`src/rtl/lsu_pkg.sv`:
```
// Shared encodings and helpers for the load/store lane-alignment unit.
// Latency: n/a (types, constants and a pure function only).
// Backpressure: n/a.
// Contents: access-size encodings, alignment FSM state type, size->byte-count helper.
package lsu_pkg;

  // Access size encodings as presented on req_size.
  localparam logic [1:0] SZ_B = 2'd0;
  localparam logic [1:0] SZ_H = 2'd1;
  localparam logic [1:0] SZ_W = 2'd2;
  localparam logic [1:0] SZ_D = 2'd3;

  typedef enum logic [1:0] {
    ST_IDLE  = 2'd0,
    ST_BEAT0 = 2'd1,
    ST_BEAT1 = 2'd2
  } state_t;

  // Number of bytes touched by an access of the given size (1, 2, 4 or 8).
  function automatic logic [3:0] size_bytes(input logic [1:0] size);
    return 4'd1 << size;
  endfunction

endpackage

```
`src/rtl/lsu_lane_shift.sv`:
```
// Byte-lane shifter: places a right-aligned store into bus lanes for one beat of an access.
// Latency: purely combinational.
// Backpressure: none; outputs follow inputs.
// Ports: offset/size describe the access, beat selects the first (0) or spill-over (1) bus word,
//        wdata is right-aligned store data; mask is the per-lane write mask, sdata the shifted data.
module lsu_lane_shift
  import lsu_pkg::*;
#(
  parameter int DATA_W = 32,
  localparam int NB = DATA_W / 8,
  localparam int OW = $clog2(NB)
) (
  input  logic [OW-1:0]     offset,
  input  logic [1:0]        size,
  input  logic              beat,
  input  logic [DATA_W-1:0] wdata,
  output logic [NB-1:0]     mask,
  output logic [DATA_W-1:0] sdata
);

  logic [2*NB-1:0]     len_mask;
  logic [2*NB-1:0]     span;
  logic [2*DATA_W-1:0] wide;

  // Shift into a double-width window: the low half is the first bus word,
  // the high half is whatever spills into the following word.
  always_comb begin
    len_mask = ((2*NB)'(1) << size_bytes(size)) - (2*NB)'(1);
    span     = len_mask << offset;
    wide     = {{DATA_W{1'b0}}, wdata} << {offset, 3'b000};
    mask     = beat ? span[2*NB-1:NB] : span[NB-1:0];
    sdata    = beat ? wide[2*DATA_W-1:DATA_W] : wide[DATA_W-1:0];
  end

endmodule

```
`src/rtl/lsu_lane_align.sv`:
```
// Load/store alignment: turns right-aligned CPU accesses into word-aligned bus beats, splitting
// word-crossing accesses in two. Latency: bus from the cycle after accept; response the cycle after
// the final bus_ack (error response the cycle after accept). Backpressure: req_ready only while idle.
// Ports: CLK/RES clock and sync reset; req_* CPU request; rsp_* one-cycle response pulse;
//        bus_adr/bus_rd/bus_wren/bus_do beat request held until bus_ack; bus_di read data with bus_ack.
module lsu_lane_align
  import lsu_pkg::*;
#(
  parameter int DATA_W     = 32,
  parameter int ADDR_W     = 32,
  parameter int MISALIGNED = 1
) (
  input  logic                CLK,
  input  logic                RES,
  input  logic                req_valid,
  output logic                req_ready,
  input  logic                req_we,
  input  logic [1:0]          req_size,
  input  logic                req_signed,
  input  logic [ADDR_W-1:0]   req_addr,
  input  logic [DATA_W-1:0]   req_wdata,
  output logic                rsp_valid,
  output logic [DATA_W-1:0]   rsp_rdata,
  output logic                rsp_err,
  output logic [ADDR_W-1:0]   bus_adr,
  output logic                bus_rd,
  output logic [DATA_W/8-1:0] bus_wren,
  output logic [DATA_W-1:0]   bus_do,
  input  logic [DATA_W-1:0]   bus_di,
  input  logic                bus_ack
);

  localparam int NB = DATA_W / 8;
  localparam int OW = $clog2(NB);

  state_t state, state_n;

  logic              accept;
  logic [OW-1:0]     req_off;
  logic [4:0]        req_end;
  logic              req_cross;
  logic              req_bad;

  logic [OW-1:0]     off_q;
  logic [1:0]        size_q;
  logic              we_q;
  logic              signed_q;
  logic              cross_q;
  logic [DATA_W-1:0] wdata_q;
  logic [DATA_W-1:0] di0_q;
  logic [ADDR_W-1:0] base_q;

  logic              busy;
  logic              beat1;
  logic [NB-1:0]     lane_mask;
  logic [DATA_W-1:0] lane_data;

  logic [DATA_W-1:0] ld_lo;
  logic [DATA_W-1:0] ld_hi;
  logic [DATA_W-1:0] ld_aligned;
  logic [DATA_W-1:0] ld_result;
  logic [3:0]        ld_len;
  logic              ld_sign;

  assign req_ready = (state == ST_IDLE);
  assign accept    = req_valid && req_ready;
  assign busy      = (state != ST_IDLE);
  assign beat1     = (state == ST_BEAT1);

  // Classify the request at accept time: does it spill into the next bus word, and is it legal.
  assign req_off   = req_addr[OW-1:0];
  assign req_end   = 5'(req_off) + 5'(size_bytes(req_size));
  assign req_cross = (req_end > 5'(NB));
  assign req_bad   = ((req_size == SZ_D) && (DATA_W == 32)) || (req_cross && (MISALIGNED == 0));

  // ---------------- FSM ----------------
  always_ff @(posedge CLK) begin
    if (RES) state <= ST_IDLE;
    else     state <= state_n;
  end

  always_comb begin
    state_n = state;
    case (state)
      ST_IDLE:  if (accept && !req_bad) state_n = ST_BEAT0;
      ST_BEAT0: if (bus_ack) state_n = cross_q ? ST_BEAT1 : ST_IDLE;
      ST_BEAT1: if (bus_ack) state_n = ST_IDLE;
      default:  state_n = ST_IDLE;
    endcase
  end

  // ---------------- store lane placement for the current beat ----------------
  lsu_lane_shift #(.DATA_W(DATA_W)) u_shift (
    .offset (off_q),
    .size   (size_q),
    .beat   (beat1),
    .wdata  (wdata_q),
    .mask   (lane_mask),
    .sdata  (lane_data)
  );

  // Bus outputs are functions of registered state only, so they are stable for the whole beat.
  assign bus_rd   = busy && !we_q;
  assign bus_wren = (busy && we_q) ? lane_mask : '0;
  assign bus_do   = (busy && we_q) ? lane_data : '0;
  assign bus_adr  = busy ? (beat1 ? base_q + ADDR_W'(NB) : base_q) : '0;

  // ---------------- load reassembly ----------------
  // On the final ack the two words are {bus_di, di0_q} for a split access, {0, bus_di} otherwise.
  always_comb begin
    ld_lo      = beat1 ? di0_q : bus_di;
    ld_hi      = beat1 ? bus_di : '0;
    ld_aligned = DATA_W'({ld_hi, ld_lo} >> {off_q, 3'b000});
    ld_len     = size_bytes(size_q);
    ld_sign    = 1'b0;
    case (size_q)
      SZ_B:    ld_sign = ld_aligned[7];
      SZ_H:    ld_sign = ld_aligned[15];
      SZ_W:    ld_sign = ld_aligned[31];
      default: ld_sign = ld_aligned[DATA_W-1];
    endcase
    ld_result = '0;
    for (int i = 0; i < NB; i++) begin
      ld_result[8*i +: 8] = (4'(i) < ld_len) ? ld_aligned[8*i +: 8] : {8{ld_sign && signed_q}};
    end
  end

  // ---------------- request capture and response ----------------
  always_ff @(posedge CLK) begin
    if (RES) begin
      off_q     <= '0;
      size_q    <= SZ_B;
      we_q      <= 1'b0;
      signed_q  <= 1'b0;
      cross_q   <= 1'b0;
      wdata_q   <= '0;
      di0_q     <= '0;
      base_q    <= '0;
      rsp_valid <= 1'b0;
      rsp_err   <= 1'b0;
      rsp_rdata <= '0;
    end else begin
      rsp_valid <= 1'b0;
      rsp_err   <= 1'b0;
      if (accept) begin
        if (req_bad) begin
          rsp_valid <= 1'b1;
          rsp_err   <= 1'b1;
          rsp_rdata <= '0;
        end else begin
          off_q    <= req_off;
          size_q   <= req_size;
          we_q     <= req_we;
          signed_q <= req_signed;
          cross_q  <= req_cross;
          wdata_q  <= req_wdata;
          base_q   <= {req_addr[ADDR_W-1:OW], {OW{1'b0}}};
        end
      end
      if ((state == ST_BEAT0) && bus_ack) begin
        di0_q <= bus_di;
        if (!cross_q) begin
          rsp_valid <= 1'b1;
          rsp_rdata <= we_q ? '0 : ld_result;
        end
      end
      if ((state == ST_BEAT1) && bus_ack) begin
        rsp_valid <= 1'b1;
        rsp_rdata <= we_q ? '0 : ld_result;
      end
    end
  end

endmodule

```
`config.mk`:
```
export PLATFORM = sky130hd
export DESIGN_NAME = lsu_lane_align
export DESIGN_NICKNAME = d
export VERILOG_FILES = /design/src/rtl/lsu_pkg.sv /design/src/rtl/lsu_lane_shift.sv /design/src/rtl/lsu_lane_align.sv
export SDC_FILE = /design/constraint.sdc
export NUM_CORES = 1
export LEC_CHECK = 0
export BUFFER_PORTS_ARGS = -buffer_cell sky130_fd_sc_hd__buf_2
export CAP_MARGIN = 20
export CELL_PAD_IN_SITES_DETAIL_PLACEMENT = 1
export CELL_PAD_IN_SITES_GLOBAL_PLACEMENT = 1
export CORE_MARGIN = 2
export CORE_UTILIZATION = 44
export CTS_BUF_LIST = sky130_fd_sc_hd__clkbuf_8
export DETAILED_ROUTE_END_ITERATION = 8
export GPL_TIMING_DRIVEN = 1
export HOLD_SLACK_MARGIN = 0.15
export PLACE_DENSITY = 0.95
export SLEW_MARGIN = 20
export SYNTH_ARGS = -nofsm -noshare
export SYNTH_HDL_FRONTEND = slang
export SYNTH_HIERARCHICAL = 1
export SYNTH_SLANG_ARGS = --single-unit
```
`constraint.sdc`:
```
create_clock -name CLK -period 6.1 [get_ports CLK]
set_clock_uncertainty 0.15 [all_clocks]
set_input_delay 0.61 -clock CLK [delete_from_list [all_inputs] [get_ports CLK]]
set_output_delay 0.61 -clock CLK [all_outputs]
set_load 0.01 [all_outputs]
```
==> results.yml, run 1 <==
outcome:
  status: "finished clean"
synthesis:
  synthCells: 1025
  synth_seq_cells: 137
  synth_warnings: 6
  synth_enable_flop_cells: 0
  syn_area_um2: 8278
  syn_area_per_cell_um2: 8.076
  synth_largest_area_cell: "dfxtp_1"
  post-synth-top-area-fraction_pct: 33.13
  ys.flop_type: "dfxtp_1"
  async_flop_share_pct: 0
  synth_area_leaders: "dfxtp_1, nand2_1, mux2i_1"
  ys_seq_area_share_pct: 33.13
  ys_types: 68
floorplanning:
  fp.coreArea_um2: 18580
  initial_core_util_pct: 44.55
  die_y_um: 141.2
  die-area_um2: 19930
  rows: 50
  io_pins: 208
  dieWidth_um: 141.2
global_routing:
  use_met3_pct: 4.857
  busiest_layer: "met2"
  track_usage_pct: 27.37
  grt_overflow: 0
  grt_pass1_wl_um: 43400
  grt_max_degree: 105
  use_met1_pct: 34.50
  grt_pass1_vias: 8220
  grt_util_met2_pct: 45.78
  antenna_found_initial: 3
sta:
  setup_viol: 0
  tightest_slew_ns: 1.119
  finalCritPeriodShare_pct: 69.61
  hold_viol: 0
  slew_headroom_pct: 25.20
  rsz0062_at_grt: "no"
  max_freq_ghz: 0.2355
  maxSlewViolCount: 0
  fin_crit_ns: 4.246
  setup_tns_ns: 0
critical_path:
  start_kind: "flop"
  r2r_start: "off_q[0]$_SDFFE_PP0P_"
  cp.arrival_ns: 3.49
  regToRegEndpoint: "rsp_rdata[16]$_SDFF_PP0_"
  worst-r2r-setup-slack_ns: 2.54
  crit_type: "reg2out"
  cp_max_fo: 39
  cp_data_required_time_ns: 5.34
  end_kind: "primary output"
  r2r.worst_path.cells: 6
  crit_end: "bus_wren[2]"
  cp-startpoint: "state[0]$_SDFFE_PP0P_"
layout:
  fill_cells: 2312
  regArea_um2: 2749
  fin_cells: 1417
  drive_above_1_share_pct: 25.51
  final_area_um2: 9574
  multi_input_area_um2: 5037
  final_nets: 1275
  syn_to_final_growth_pct: 15.66
drt:
  wl_per_cell_um: 19.80
  drt_iter0_drc: 584
  routed_wl_um: 28050
  vias_per_cell: 5.922
  drc: 0
  vias: 8391
  ant_nets: 0
  drt_pass1_iterations: 5
hold_path:
  hold_path_class: "in2reg"
  hold_depth: 3
cts:
  clk_path_buf_depth: 2
  clk_latency_ns: 0.47
  postCtsSetupBuffers: 0
  cts_tree: "yes"
  ctsHoldBuffers: 0
  clock-root-buffer: "clkbuf_8"
  cts-resized-gates: 0
  path_clk_slew_ns: 0.09
  cts_made_buffers: 17
  cts_num_sinks: 137
  htreeDepth: 4
power_and_ir_drop:
  p_per_area_nw_per_um2: 211.6
  total_power_mw: 2.026
  p_leak_nw: 3.927
  vdd_drop_max_uv: 139.4
place:
  place_hpwl_um: 20220
  io_buffers: 205
  dp_cells: 1382
  gp_congestion: 0.8733
  postPlaceCellArea_um2: 9209
flow_run:
  max_cap_violations: 0
-- logic make-up (layout without fill, tap and decap cells) --
kind of cell	count (synthesis)	in the layout	synth area share, %
compound gates	239	239	18.26
fa+ha+maj	4	4	0.6953
other cells	1	5	0.04530
buf+inv	101	255	6.424
flops	137	137	33.13
mux	98	98	15.45
xor+xnor	23	23	2.433
simple gates	422	422	23.56
-- power breakdown --
group	internal [mW]	switching [mW]	leakage, nW	total, mW
combinational	0.137	0.208	2.64	0.345
clock	0.287	0.405	0.165	0.692
sequential	0.933	0.0555	1.12	0.989
-- cells in the final DEF, fill, tap and decap left out, drive strengths merged, types with 8 or more instances in the layout --
| master | synthesis | final |
|---|---|---|
| nand2 | 239 | 239 |
| buf | 43 | 212 |
| dfxtp | 137 | 137 |
| a21oi | 108 | 108 |
| mux2i | 71 | 71 |
| nor2 | 54 | 54 |
| and3 | 41 | 41 |
| o21ai | 41 | 41 |
| o211ai | 30 | 30 |
| mux4 | 22 | 22 |
| nand3 | 22 | 22 |
| xor2 | 17 | 17 |
| clkbuf | 47 | 17 |
| inv | 11 | 17 |
| o22ai | 16 | 16 |
| nand2b | 16 | 16 |
| nor2b | 11 | 11 |
| nand4 | 10 | 10 |
| nor3 | 10 | 10 |
| a211o | 9 | 9 |
| a32oi | 8 | 8 |
-- stage by stage --
stage / hold slack, ns / worst slack (ns) / util, %
floorplan: 0.2834 / 3.539 / -
global placement: 0.2824 / 2.518 / 49.44
detailed placement: 0.2940 / 2.425 / 49.56
CTS: 0.2034 / 1.878 / 51.47
global route: 0.2093 / 1.650 / 51.53
finish: 0.2169 / 1.854 / 51.53
-- synth_stat cells (4+ instances only) --
cell type  number
a211o_1         9
a211oi_1        4
a21o_1          5
a21oi_1       107
a22o_1          4
a32oi_1         8
and3_1         41
and4_1          4
buf_1           4
buf_2          17
buf_4          13
buf_6           7
clkbuf_1       47
dfxtp_1       137
inv_1           8
mux2i_1        70
mux4_2         22
nand2_1       238
nand2b_1       14
nand3_1        22
nand4_1        10
nor2_1         54
nor2b_1        11
nor3_1          8
o211ai_1       22
o211ai_2        8
o21ai_0        28
o21ai_1        13
o22ai_1        16
xnor2_1         6
xor2_1         17
-- final cells by class --
cell class	instances	area share [%]
inverters	11	0.4574
clock inverters	15	1.268
clock buffers	17	2.444
repair buffers	212	11.37
multi-input cells	788	52.61
well taps	234	3.058
flip-flops and latches	137	28.71
diodes	3	0.07841
-- critical path: stages (launching register included) --
cell	delay, ns
dfxtp_1	0.61
nand2b_4	0.63
inv_4	0.37
nor2b_1	0.65
a21oi_1	0.09
a221o_1	0.34
and3_1	0.17
buf_2	0.13
-- flip-flops by register name (all words and copies together), names as in the netlist --
| signal | flops |
|---|---|
| base_q | 30 |
| cross_q | 1 |
| di0_q | 32 |
| off_q | 2 |
| rsp_err | 1 |
| rsp_rdata | 32 |
| rsp_valid | 1 |
| signed_q | 1 |
| size_q | 2 |
| state | 2 |
| wdata_q | 32 |
| we_q | 1 |
-- worst min-delay path by stage --
stage                                        start                        to  slack, ns
final                                req_wdata[30]  wdata_q[30]$_SDFFE_PP0P_       0.22
after global routing                 req_wdata[30]  wdata_q[30]$_SDFFE_PP0P_       0.21
after CTS                            req_wdata[30]  wdata_q[30]$_SDFFE_PP0P_       0.20
after detailed placement   rsp_rdata[1]$_SDFF_PP0_   rsp_rdata[1]$_SDFF_PP0_       0.29
after global placement    rsp_rdata[23]$_SDFF_PP0_  rsp_rdata[23]$_SDFF_PP0_       0.28
after floorplan              di0_q[0]$_SDFFE_PP0P_     di0_q[0]$_SDFFE_PP0P_       0.28
-- routing by layer --
metal  routed length [um]  vias to the layer above
met5                    0                        -
li1                     -                     3898
met3                 1721                       84
met4                 1053                        0
met2                13630                      352
met1                11650                     4057
(Power assumes the default switching activity.)
==> run 2: changes to the inputs <==
ABC_AREA = 1   (was unset)
CORE_UTILIZATION = 34   (was 44)
PLACE_DENSITY = 0.85   (was 0.95)
clock period = 3.7 ns   (was 6.1 ns; I/O delays follow)
==> run 2 against run 1 <==
Net effect:
- wire length increased by 24%
- non-clock buffer count rose by 111
- hold slack got worse by 0.024 ns
- critical path depth grew 3
- final area grew 15%
- utilization is 6.1 points lower
- die area increased by 29%
- synthesized cell count increased by 35%
- flip-flop and latch count did not move
- largest cell class unchanged
==> results.yml, run 2 <==
layout:
  syn_to_final_growth_pct: 31.60
  final_nets: 1744
  fill_cells: 3270
  drive_above_1_share_pct: 16.80
  final_common_cell: "nand2_1"
  final_area_um2: 10980
  regArea_um2: 2744
  final_cell_mix: "nand2_1, buf_2, o21ai_0"
  multi_input_area_um2: 4666
  top_regs: "di0_q: 32 flops, rsp_rdata: 32 flops, wdata_q: 32 flops"
cts:
  postCtsSetupBuffers: 0
  cts_made_buffers: 17
  path_clk_slew_ns: 0.08
  htreeDepth: 4
  cts_num_sinks: 137
  cts_tree: "yes"
  clk_latency_ns: 0.48
  clock-root-buffer: "clkbuf_8"
  ctsHoldBuffers: 100
  clk_path_buf_depth: 2
  cts-resized-gates: 0
sta:
  finalCritPeriodShare_pct: 89.79
  layout_setup_ws_ns: 0.3778
  max_freq_ghz: 0.3010
  slew_headroom_pct: 38.08
  setup_tns_ns: 0
  setup_viol: 0
  maxSlewViolCount: 0
  whs_ns: 0.1926
  rsz0062_at_grt: "no"
  hold_viol: 0
  fin_crit_ns: 3.322
  tightest_slew_ns: 0.9277
critical_path:
  r2r_start: "state[1]$_SDFFE_PP0P_"
  cp-startpoint: "state[1]$_SDFFE_PP0P_"
  worst_path_max_delay_cell: "dfxtp_1"
  r2r.worst_path.cells: 11
  crit_cells: 10
  critPathMaxStageDelay_ns: 0.56
  end_kind: "primary output"
  worst-r2r-setup-slack_ns: 0.93
  cp_data_required_time_ns: 3.18
  regToRegEndpoint: "rsp_rdata[23]$_SDFF_PP0_"
  crit_type: "reg2out"
  cpMostUsedCell: "inv_1"
  cp.arrival_ns: 2.80
  critPathTopFamily: "buffers and inverters"
  cp_max_fo: 35
  path_cells: "inv_1 -> nor2_2 -> buf_4 -> nand2_1 -> inv_1 -> nand3_1 -> nand3_1 -> inv_1 -> nor2_1 -> buf_2"
  start_kind: "flop"
  critPathBufInv: 5
power_and_ir_drop:
  internal_power_mw: 2.585
  p_comb_share_pct: 22.4
  p_leak_nw: 4.866
  p_per_area_nw_per_um2: 360.1
  clockPowerShare_pct: 35.6
  swShare_pct: 34.61
  vdd_drop_max_uv: 223.6
  seqPwrFrac_pct: 42.0
  p_sw_mw: 1.368
global_routing:
  track_usage_pct: 26.75
  grt_pass1_vias: 10380
  grt_overflow: 0
  grt_pass1_wl_um: 55480
  grt_max_degree: 73
  antenna_found_initial: 8
place:
  post-place-ws_ns: 0.8658
  place_hpwl_um: 22630
  gp_congestion: 0.8552
  postPlaceCellArea_um2: 9528
  io_buffers: 205
synthesis:
  synth_enable_flop_cells: 0
  synth_largest_area_cell: "dfxtp_1"
  synth_seq_cells: 137
  synth_warnings: 6
  yosysMostFrequentCell: "nand2_1"
  ys_types: 36
  ys_top_cells_by_count: "nand2_1, o21ai_0, nor2_1"
  synth_area_leaders: "dfxtp_1, nand2_1, o21ai_0"
  syn_area_um2: 8342
  async_flop_share_pct: 0
  post-synth-top-area-fraction_pct: 32.88
  syn_area_per_cell_um2: 6.040
  ys.flop_type: "dfxtp_1"
  synthCells: 1381
  ys_seq_area_share_pct: 32.88
hold_path:
  hold_start: "bus_ack"
  hold_path_class: "in2reg"
  hold-path-endpoint: "state[1]$_SDFFE_PP0P_"
  hold_depth: 4
drt:
  wl_per_cell_um: 17.63
  vias: 10450
  drc: 0
  drt_iter0_drc: 723
  routed_wl_um: 34900
  drt_pass1_iterations: 6
  ant_nets: 0
  vias_per_cell: 5.278
outcome:
  status: "finished clean"
floorplanning:
  die_y_um: 160.6
  die-area_um2: 25800
  rows: 57
  io_pins: 208
  fp.coreArea_um2: 24180
  dieWidth_um: 160.6
  initial_core_util_pct: 34.50
flow_run:
  max_cap_violations: 0
==> run 2: cell type report <==
class | count | share of cell area, %
Antenna cell | 7 | 0.1596
Sequential cell | 137 | 24.99
Timing Repair Buffer | 323 | 19.69
Multi-Input combinational cell | 1010 | 42.50
Clock buffer | 18 | 2.257
Clock inverter | 14 | 1.675
Tap cell | 324 | 3.693
Inverter | 147 | 5.026
==> run 2: cell families after synthesis <==
family	after synthesis	synth area share, %
and+or+nand+nor	642	31.99
adders and majority gates	4	0.6900
buffers and inverters	235	11.26
DFF	137	32.88
other	1	0.04495
xor gates and xnor gates	11	1.155
AOI/OAI and AO/OA	351	21.97
==> run 2: power by group through the flow <==
stage | Sequential [mW] | Combinational [mW] | Clock (mW)
3_3_place_gp | 1.68 | 0.743 | 0
5_1_grt | 1.67 | 0.982 | 1.49
4_1_cts | 1.65 | 0.853 | 1.42
6_report | 1.66 | 0.886 | 1.41
3_5_place_dp | 1.69 | 0.764 | 0
2_1_floorplan | 1.66 | 0.513 | 0
==> run 2: routing by layer <==
metal,vias to the layer above,share of wire [%],global-route usage (%),routed length [um]
met3,97,5.9,4.623,2057
met2,404,45,42.08,15730
met4,2,4.5,12.78,1562
met5,-,0.037,0,13
li1,4996,-,-,-
met1,4952,45,35.64,15540
==> run 2: worst max path at each step <==
stage	endpoint
after global placement	bus_adr[22]
after CTS	bus_do[19]
after floorplan	bus_adr[22]
after global routing	bus_do[19]
after detailed placement	bus_do[19]
final	bus_do[19]
==> run 2: through the flow <==
stage | utilization (%) | power, mW | cells
detailed placement | 39.41 | 2.452 | 1841
global placement | 39.41 | 2.428 | 1841
global route | 45.41 | 4.145 | 1980
finish | 45.41 | 3.953 | 1980
CTS | 45.33 | 3.925 | 1973
floorplan | - | 2.174 | 1382
==> run 2: worst register-to-register path: cells and delay by family (launching register included) <==
family,cells,cell delay (ns)
and+or+nand+nor,7,1.15
buffers and inverters,2,0.53
AOI/OAI and AO/OA,2,0.31
DFF,1,0.56
